**src/rtl/f0_clc_gen.sv**
```systemverilog
// f0_clc_gen: fetch stage 0 cacheline-counter generator with next-line and BP-hint prefetch outputs.
// Define F0_BPPF_FIFO_EN for a BPPF_DEPTH-entry hint FIFO; otherwise hints use a single register.
module f0_clc_gen #(
  parameter logic [31:0] RESET_VECTOR = 32'h0000_1000,
  parameter int          NLPF_DIST    = 1,
  parameter int          BPPF_DEPTH   = 4
) (
  input  logic        clk,
  input  logic        rst,
  input  logic        stall_in,
  input  logic        resteer_valid,
  input  logic [31:0] resteer_addr,
  input  logic        bp_valid,
  input  logic [31:0] bp_target,
  input  logic        bppf_req_valid,
  input  logic [31:0] bppf_req_addr,
  output logic [25:0] cacheline_counter_out,
  output logic        clc_valid,
  output logic [25:0] nlpf,
  output logic        nlpf_valid,
  output logic [25:0] bppf,
  output logic        bppf_valid,
  output logic        bppf_full
);

  typedef enum logic [1:0] {IDLE = 2'd0, FETCH = 2'd1, REDIRECT = 2'd2} state_t;

  localparam logic [25:0] RESET_LINE = RESET_VECTOR[31:6];
  localparam logic [25:0] NLPF_INC   = 26'(NLPF_DIST);

  if (NLPF_DIST < 1 || NLPF_DIST > 7 || BPPF_DEPTH < 1 || (BPPF_DEPTH & (BPPF_DEPTH - 1)) != 0) begin : g_bad_cfg
    $error("f0_clc_gen: unsupported NLPF_DIST or BPPF_DEPTH");
  end

  state_t      state, state_next;
  logic [25:0] line_next;
  logic        clc_valid_next, nlpf_valid_next;
  logic        push, pop;
  logic [25:0] req_line;
  logic        unused_offset_bits;

  assign req_line           = bppf_req_addr[31:6];
  assign unused_offset_bits = ^{resteer_addr[5:0], bp_target[5:0], bppf_req_addr[5:0]};

  // A resteer flushes the hint storage and suppresses any same-cycle push or pop.
  assign push = bppf_req_valid && !bppf_full && !resteer_valid;
  assign pop  = bppf_valid && !stall_in && !resteer_valid;

  // Next-state and next-counter selection; resteer beats prediction and advance.
  always_comb begin
    state_next      = state;
    line_next       = cacheline_counter_out;
    clc_valid_next  = clc_valid;
    nlpf_valid_next = nlpf_valid;
    if (resteer_valid) begin
      state_next      = REDIRECT;
      line_next       = resteer_addr[31:6];
      clc_valid_next  = 1'b0;
      nlpf_valid_next = 1'b0;
    end else begin
      case (state)
        IDLE, REDIRECT: begin
          state_next      = FETCH;
          clc_valid_next  = 1'b1;
          nlpf_valid_next = 1'b1;
        end
        FETCH: begin
          if (!stall_in) begin
            line_next       = bp_valid ? bp_target[31:6] : cacheline_counter_out + 26'd1;
            // A predicted-taken line gets no next-line prefetch.
            nlpf_valid_next = !bp_valid;
          end else begin
            line_next = cacheline_counter_out;
          end
        end
        default: begin
          state_next      = IDLE;
          clc_valid_next  = 1'b0;
          nlpf_valid_next = 1'b0;
        end
      endcase
    end
  end

  // Fetch pointer and its registered outputs.
  always_ff @(posedge clk) begin
    if (rst) begin
      state                 <= IDLE;
      cacheline_counter_out <= RESET_LINE;
      clc_valid             <= 1'b0;
      nlpf                  <= RESET_LINE + NLPF_INC;
      nlpf_valid            <= 1'b0;
    end else begin
      state                 <= state_next;
      cacheline_counter_out <= line_next;
      clc_valid             <= clc_valid_next;
      nlpf                  <= line_next + NLPF_INC;
      nlpf_valid            <= nlpf_valid_next;
    end
  end

`ifdef F0_BPPF_FIFO_EN
  localparam int               PTR_W     = (BPPF_DEPTH > 1) ? $clog2(BPPF_DEPTH) : 1;
  localparam logic [PTR_W:0]   DEPTH_CNT = (PTR_W + 1)'(BPPF_DEPTH);
  localparam logic [PTR_W-1:0] LAST_PTR  = PTR_W'(BPPF_DEPTH - 1);

  function automatic logic [PTR_W-1:0] ptr_inc(input logic [PTR_W-1:0] p);
    return (p == LAST_PTR) ? '0 : p + PTR_W'(1);
  endfunction

  logic [25:0]      mem [BPPF_DEPTH];
  logic [PTR_W-1:0] rd_ptr, wr_ptr, rd_ptr_next, wr_ptr_next;
  logic [PTR_W:0]   count, count_next;
  logic [25:0]      bppf_next;

  // Pointer/count update and look-ahead of the head entry so bppf stays registered.
  always_comb begin
    rd_ptr_next = rd_ptr;
    wr_ptr_next = wr_ptr;
    count_next  = count;
    if (resteer_valid) begin
      rd_ptr_next = '0;
      wr_ptr_next = '0;
      count_next  = '0;
    end else begin
      rd_ptr_next = pop ? ptr_inc(rd_ptr) : rd_ptr;
      wr_ptr_next = push ? ptr_inc(wr_ptr) : wr_ptr;
      if (push && !pop) begin
        count_next = count + (PTR_W + 1)'(1);
      end else if (!push && pop) begin
        count_next = count - (PTR_W + 1)'(1);
      end else begin
        count_next = count;
      end
    end
    if (count_next == '0) begin
      bppf_next = '0;
    end else if (push && (wr_ptr == rd_ptr_next)) begin
      bppf_next = req_line;
    end else begin
      bppf_next = mem[rd_ptr_next];
    end
  end

  // Hint storage array; contents are don't-care while not counted.
  always_ff @(posedge clk) begin
    if (push) begin
      mem[wr_ptr] <= req_line;
    end
  end

  // FIFO bookkeeping and registered hint outputs.
  always_ff @(posedge clk) begin
    if (rst) begin
      rd_ptr     <= '0;
      wr_ptr     <= '0;
      count      <= '0;
      bppf       <= '0;
      bppf_valid <= 1'b0;
      bppf_full  <= 1'b0;
    end else begin
      rd_ptr     <= rd_ptr_next;
      wr_ptr     <= wr_ptr_next;
      count      <= count_next;
      bppf       <= bppf_next;
      bppf_valid <= (count_next != '0);
      bppf_full  <= (count_next == DEPTH_CNT);
    end
  end
`else
  logic        hold_valid_next;
  logic [25:0] bppf_next;

  // Single-entry hint holder: full whenever occupied.
  always_comb begin
    hold_valid_next = bppf_valid;
    bppf_next       = bppf;
    if (resteer_valid) begin
      hold_valid_next = 1'b0;
      bppf_next       = '0;
    end else if (push) begin
      hold_valid_next = 1'b1;
      bppf_next       = req_line;
    end else if (pop) begin
      hold_valid_next = 1'b0;
      bppf_next       = '0;
    end else begin
      hold_valid_next = bppf_valid;
      bppf_next       = bppf;
    end
  end

  // Registered hint outputs.
  always_ff @(posedge clk) begin
    if (rst) begin
      bppf       <= '0;
      bppf_valid <= 1'b0;
      bppf_full  <= 1'b0;
    end else begin
      bppf       <= bppf_next;
      bppf_valid <= hold_valid_next;
      bppf_full  <= hold_valid_next;
    end
  end
`endif

endmodule

```
**config.mk**
```make
export PLATFORM = sky130hd
export DESIGN_NAME = f0_clc_gen
export DESIGN_NICKNAME = d
export VERILOG_FILES = /design/src/rtl/f0_clc_gen.sv
export SDC_FILE = /design/constraint.sdc
export NUM_CORES = 1
export LEC_CHECK = 0
export CAP_MARGIN = 15
export CORE_AREA = 2 2 119 87
export DETAILED_ROUTE_END_ITERATION = 6
export DIE_AREA = 0 0 121 89
export PLACE_DENSITY = 0.85
export SLEW_MARGIN = 20
export SYNTH_ARGS = -nofsm -noshare
export SYNTH_HDL_FRONTEND = slang
export SYNTH_SLANG_ARGS = --single-unit
```
**constraint.sdc**
```tcl
create_clock -name clk -period 6.34 [get_ports clk]
set_input_delay 1.268 -clock clk [delete_from_list [all_inputs] [get_ports clk]]
set_output_delay 1.268 -clock clk [all_outputs]
set_load 0.02 [all_outputs]
```
* Word level (Yosys, flattened, before mapping) *
Cells that the tools add are included.

word-level totals
  register bits after elaboration = 83
  output and inout bits = 82

operators by class
  muxes and demuxes = 13
  reduce and logical (&&, ||, !) cells = 12
  add/sub/neg operators = 2
  equality and inequality tests = 4

operators with widths
  kind                                            count
  2-to-1 mux 26 bit                               6
  adder 26 x 1 -> 26 bit (second input constant)  2
  logical AND 1 bit                               4
  logical NOT 1 bit                               4
  inequality test 2 bit (second input constant)   2
  one-hot mux 1 bit (2 select lines)              2
  one-hot mux 2 bit (2 select lines)              1
  OR reduction 2 bit                              2
  2-to-1 mux 1 bit                                3
  == test 2 x 1 -> 1 bit (second input constant)  1
  == test 2 bit (second input constant)           1
  logical NOT 2 bit                               1
  2-to-1 mux 2 bit                                1
  nonzero test 2 bit                              1

* Logic depth before layout (Yosys ltp) *
  depth after elaboration = 6
  gate-level depth with buffers = 13
  gate-level depth less buffers = 9

* Worst setup path after synthesis *
Ideal clock, no wire load.

  path type = in2reg
  start = in stall_in
  end = reg nlpf[21]
  arrival time = 4107 ps
  path slack = 2112 ps
  required time = 6219 ps
  buffers on the path = 2
  cell stages on the path = 10
  cells stage by stage = or3b_1 > buf_2 > o2bb2ai_2 > or4_4 > a31o_1 > or4_4 > or2_0 > buf_2 > or4_4 > mux2_4

on the way
  word-level cells in the longest chain between the ends = 4

ends and longest elaborated chain
  element                 RTL line  text
  start, declared         10        input logic stall_in,
  2-to-1 mux 26 bit       68        if (!stall_in) begin
  2-to-1 mux 26 bit       61        case (state)
  2-to-1 mux 26 bit       55        if (resteer_valid) begin
  adder 26 x 1 -> 26 bit  97        nlpf <= line_next + NLPF_INC;
  end signal, assigned    91        nlpf <= RESET_LINE + NLPF_INC;
  end signal, assigned    97
  end, declared           19        output logic [25:0] nlpf,

Every way passes these cells.
A chain may end at the register's enable or synchronous reset.

* Worst setup path in the final report *
Same ends and word-level chain as after synthesis.

==> metrics.md <==
| Metric | Value |
|---|---|
| Initial DRC count | 496 |
| Seq/Total Area, Yosys | 38.0% |
| Worst-path clk slew | 0.06 ns |
| Fill cells | 750 |
| GR Util All Layers | 28.9% |
| Top-Level Pins | 184 |
| Antenna violations before repair | 0 |
| CP Max Fanout | 20 |
| Top-area cell type share of the netlist area | 38.0% |
| Number of max-cap violations | 0 |
| Area of the mapped netlist | 0.00433 mm2 |
| Placer Congestion | 0.948 |
| Setup TNS | 0 ns |
| Crit path required time | 6.57 ns |
| Post-CTS Setup Bufs | 0 |
| Worst setup EP type | register |
| Setup CP Type | primary input to register |
| Power Dens Cells | 218 mW/mm2 |
| CTS buffer count | 9 |
| Outcome | finished, final reports clean |
| H-tree levels | 3 |
| Most frequent cell after synthesis | nor2_1 |
| Post-route ant nets | 0 |
| Share of layout cells above drive strength 1 | 7.83% |
| Reg area | 0.00164 mm2 |
| Post-cts sizing count | 0 |
| Worst path buffer plus inverter count | 2 |
| CP top delay family | simple AND/OR/NAND/NOR gates |
| GRT Residual Overflow | 0 |
| Rows | 30 |
| Period utilization | 80.3% |
| VDD IR-drop max | 0.215 mV |
| Final Hold Fails | 0 |
| Diode count | 0 |
| Commonest cells post-synth | 92 x nor2_1, 82 x dfxtp_1, 41 x nand2_1 |
| Least-Margin Pin Slew | 0.957 ns |
| RSZ-0062 raised after global routing | false |
| Synth area leader | dfxtp_1 |
| DRC errors left | 0 |
| Leakage | 2.30 nW |
| Layout overhead on the synthesized area | 47.1% |
| Initial Util | 45.5% |
| Crit-path cells | clkdlybuf4s50_1, nor3b_4, buf_4, nor3_1, or3_1, nor4_2, nand4_1, or2_0, or4_4, mux2_4 |
| Sink Count | 82 |
| Final Max Slew Viols | 0 |
| Core footprint | 0.00950 mm2 |
| Wirelength per Cell | 18.7 um |
| Final Worst Setup Slack | 1.25 ns |
| Final clock skew | 0.00566 ns |
| Root Buffer | clkbuf_16 |
| Vias | 4,765 |
| Post-DP HPWL | 11,300 um |
| Avg Cell Area, Syn | 8.05 um2 |
| Number of distinct library cells after synthesis | 68 |
| Final Core Density | 67.0% |
| Worst slew margin | 36.0% |
| Startpoint Class | primary input |
| WP data arrival | 5.32 ns |
| YS warnings | 0 |
| Finished Layout Cells | 818 |
| CTS Hold Bufs | 0 |
| Top cells by area, synth | dfxtp_1 38%, nor2_1 8.0%, a22oi_1 4.7%, nand2_1 3.6%, nand3_1 2.9% |
| Nets | 789 |
| Total power draw | 1.39 mW |
| Dpl ws | 1.02 ns |
| CP peak stage delay | 0.73 ns |
| Largest net degree at the start of global routing | 42 |
| Drt pass-1 iters | 5 |
| Most used DFF post-synth | dfxtp_1 |
| Syn Nets | 641 |
| EDFF count, synth | 0 |
| Tmin final | 5.09 ns |
| FMAX | 197 MHz |
| Final setup fails | 0 |
| Worst path slowest cell | nor3b_4 |
| IO buf count | 165 |
| Multi-input logic area | 0.00248 mm2 |
| TritonCTS clock tree | built |
| Max clock buf depth | 2 |
| Vias in the first global route | 4,458 |
| Placed insts | 802 |
| Worst-skew pair later-pin latency | 0.34 ns |
| Overall die height | 89 um |
| Die area | 0.0108 mm2 |
| Async S/R FF share, synth | 0% |
| Syn Inst Count | 537 |
| Via-per-instance ratio | 5.83 |
| Chip width | 121 um |
| Hold Path Class | register to register |
| First-pass GRT wire length | 24,000 um |
| Drt total wl | 15,300 um |
| #FFs+latches synth | 82 |
==> registers in the layout, indices dropped and copies added (netlist names) <==
name / count
bppf_full: 1
bppf: 26
state: 1
cacheline_counter_out: 26
nlpf_valid: 1
nlpf: 26
clc_valid: 1
==> cells in the final DEF, fill, tap and decap left out, types with 4 or more instances in the layout <==
cell type        synthesis  routed
a211oi_1                 6       6
a21oi_1                 13      13
a22oi_1                 27      27
a31oi_1                 10      10
and2_1                  13      13
and3_1                  10      10
buf_4                    1      12
clkbuf_16                0       9
clkdlybuf4s50_1          0     165
dfxtp_1                 82      82
inv_1                   10      10
mux2_2                   7       7
mux2i_1                  5       5
nand2_1                 41      41
nand2b_1                 5       5
nand3_1                 25      25
nand4_1                 10      10
nor2_1                  92      92
nor2b_1                  4       4
nor3_1                  14      14
nor4_1                  12      12
o21ai_0                 11      11
o31ai_1                  5       5
or3_1                    7       7
or4_1                    6       6
xnor2_1                  9       9
xor2_1                   8       8
==> power breakdown <==
part	internal (mW)	switching [mW]
Sequential	0.543	0.0316
Clock	0.277	0.234
Combinational	0.147	0.154
==> per-layer routing <==
metal	wire, um	up-vias	track usage (%)
met3	1390	25	6.89
met4	275	0	9.41
met5	0	-	0
met2	6970	255	45.1
li1	-	2250	-
met1	6660	2235	39.9
==> through the flow <==
stage,instance area [um2],hold slack (ns)
floorplan,4330,0.453
global placement,6060,0.477
detailed placement,6060,0.491
CTS,6360,0.504
global route,6360,0.507
finish,6360,0.506
==> tightest hold or removal path, stage by stage, from the launching register on <==
cell	delay, ns
dfxtp_1	0.33
a22oi_1	0.07
nor2_1	0.07
==> path summary, 6_finish.rpt <==
kind              slack, ns  cells after the start               endpoint                                start
setup reg to reg       2.18                      9    nlpf[21]$_SDFF_PP0_  cacheline_counter_out[0]$_SDFF_PP0_
hold reg to reg        0.51                      2  bppf[22]$_SDFFE_PP0P_                bppf[22]$_SDFFE_PP0P_
setup / recovery       1.25                     10    nlpf[21]$_SDFF_PP0_                             stall_in
hold / removal         0.51                      2  bppf[22]$_SDFFE_PP0P_                bppf[22]$_SDFFE_PP0P_
==> logic make-up after synthesis <==
logic type,after synthesis,synth area share [%]
AO/OA/AOI/OAI,108,18.4
XOR/XNOR,17,3.44
adder cells (fa/ha/maj),2,0.578
buffers and inverters,51,4.89
flip-flops,82,38.0
multiplexers,14,3.59
AND/OR/NAND/NOR,263,31.2
==> area by class of cell <==
type	instances	share of cell area [%]
clock buffer	9	3.54
clock inverter	7	1.16
inverter	11	0.649
multi-input combinational	404	39.0
sequential	82	25.8
tap	128	2.52
timing repair buffer	177	27.4
No activity file was read; power rests on OpenSTA's default activity.
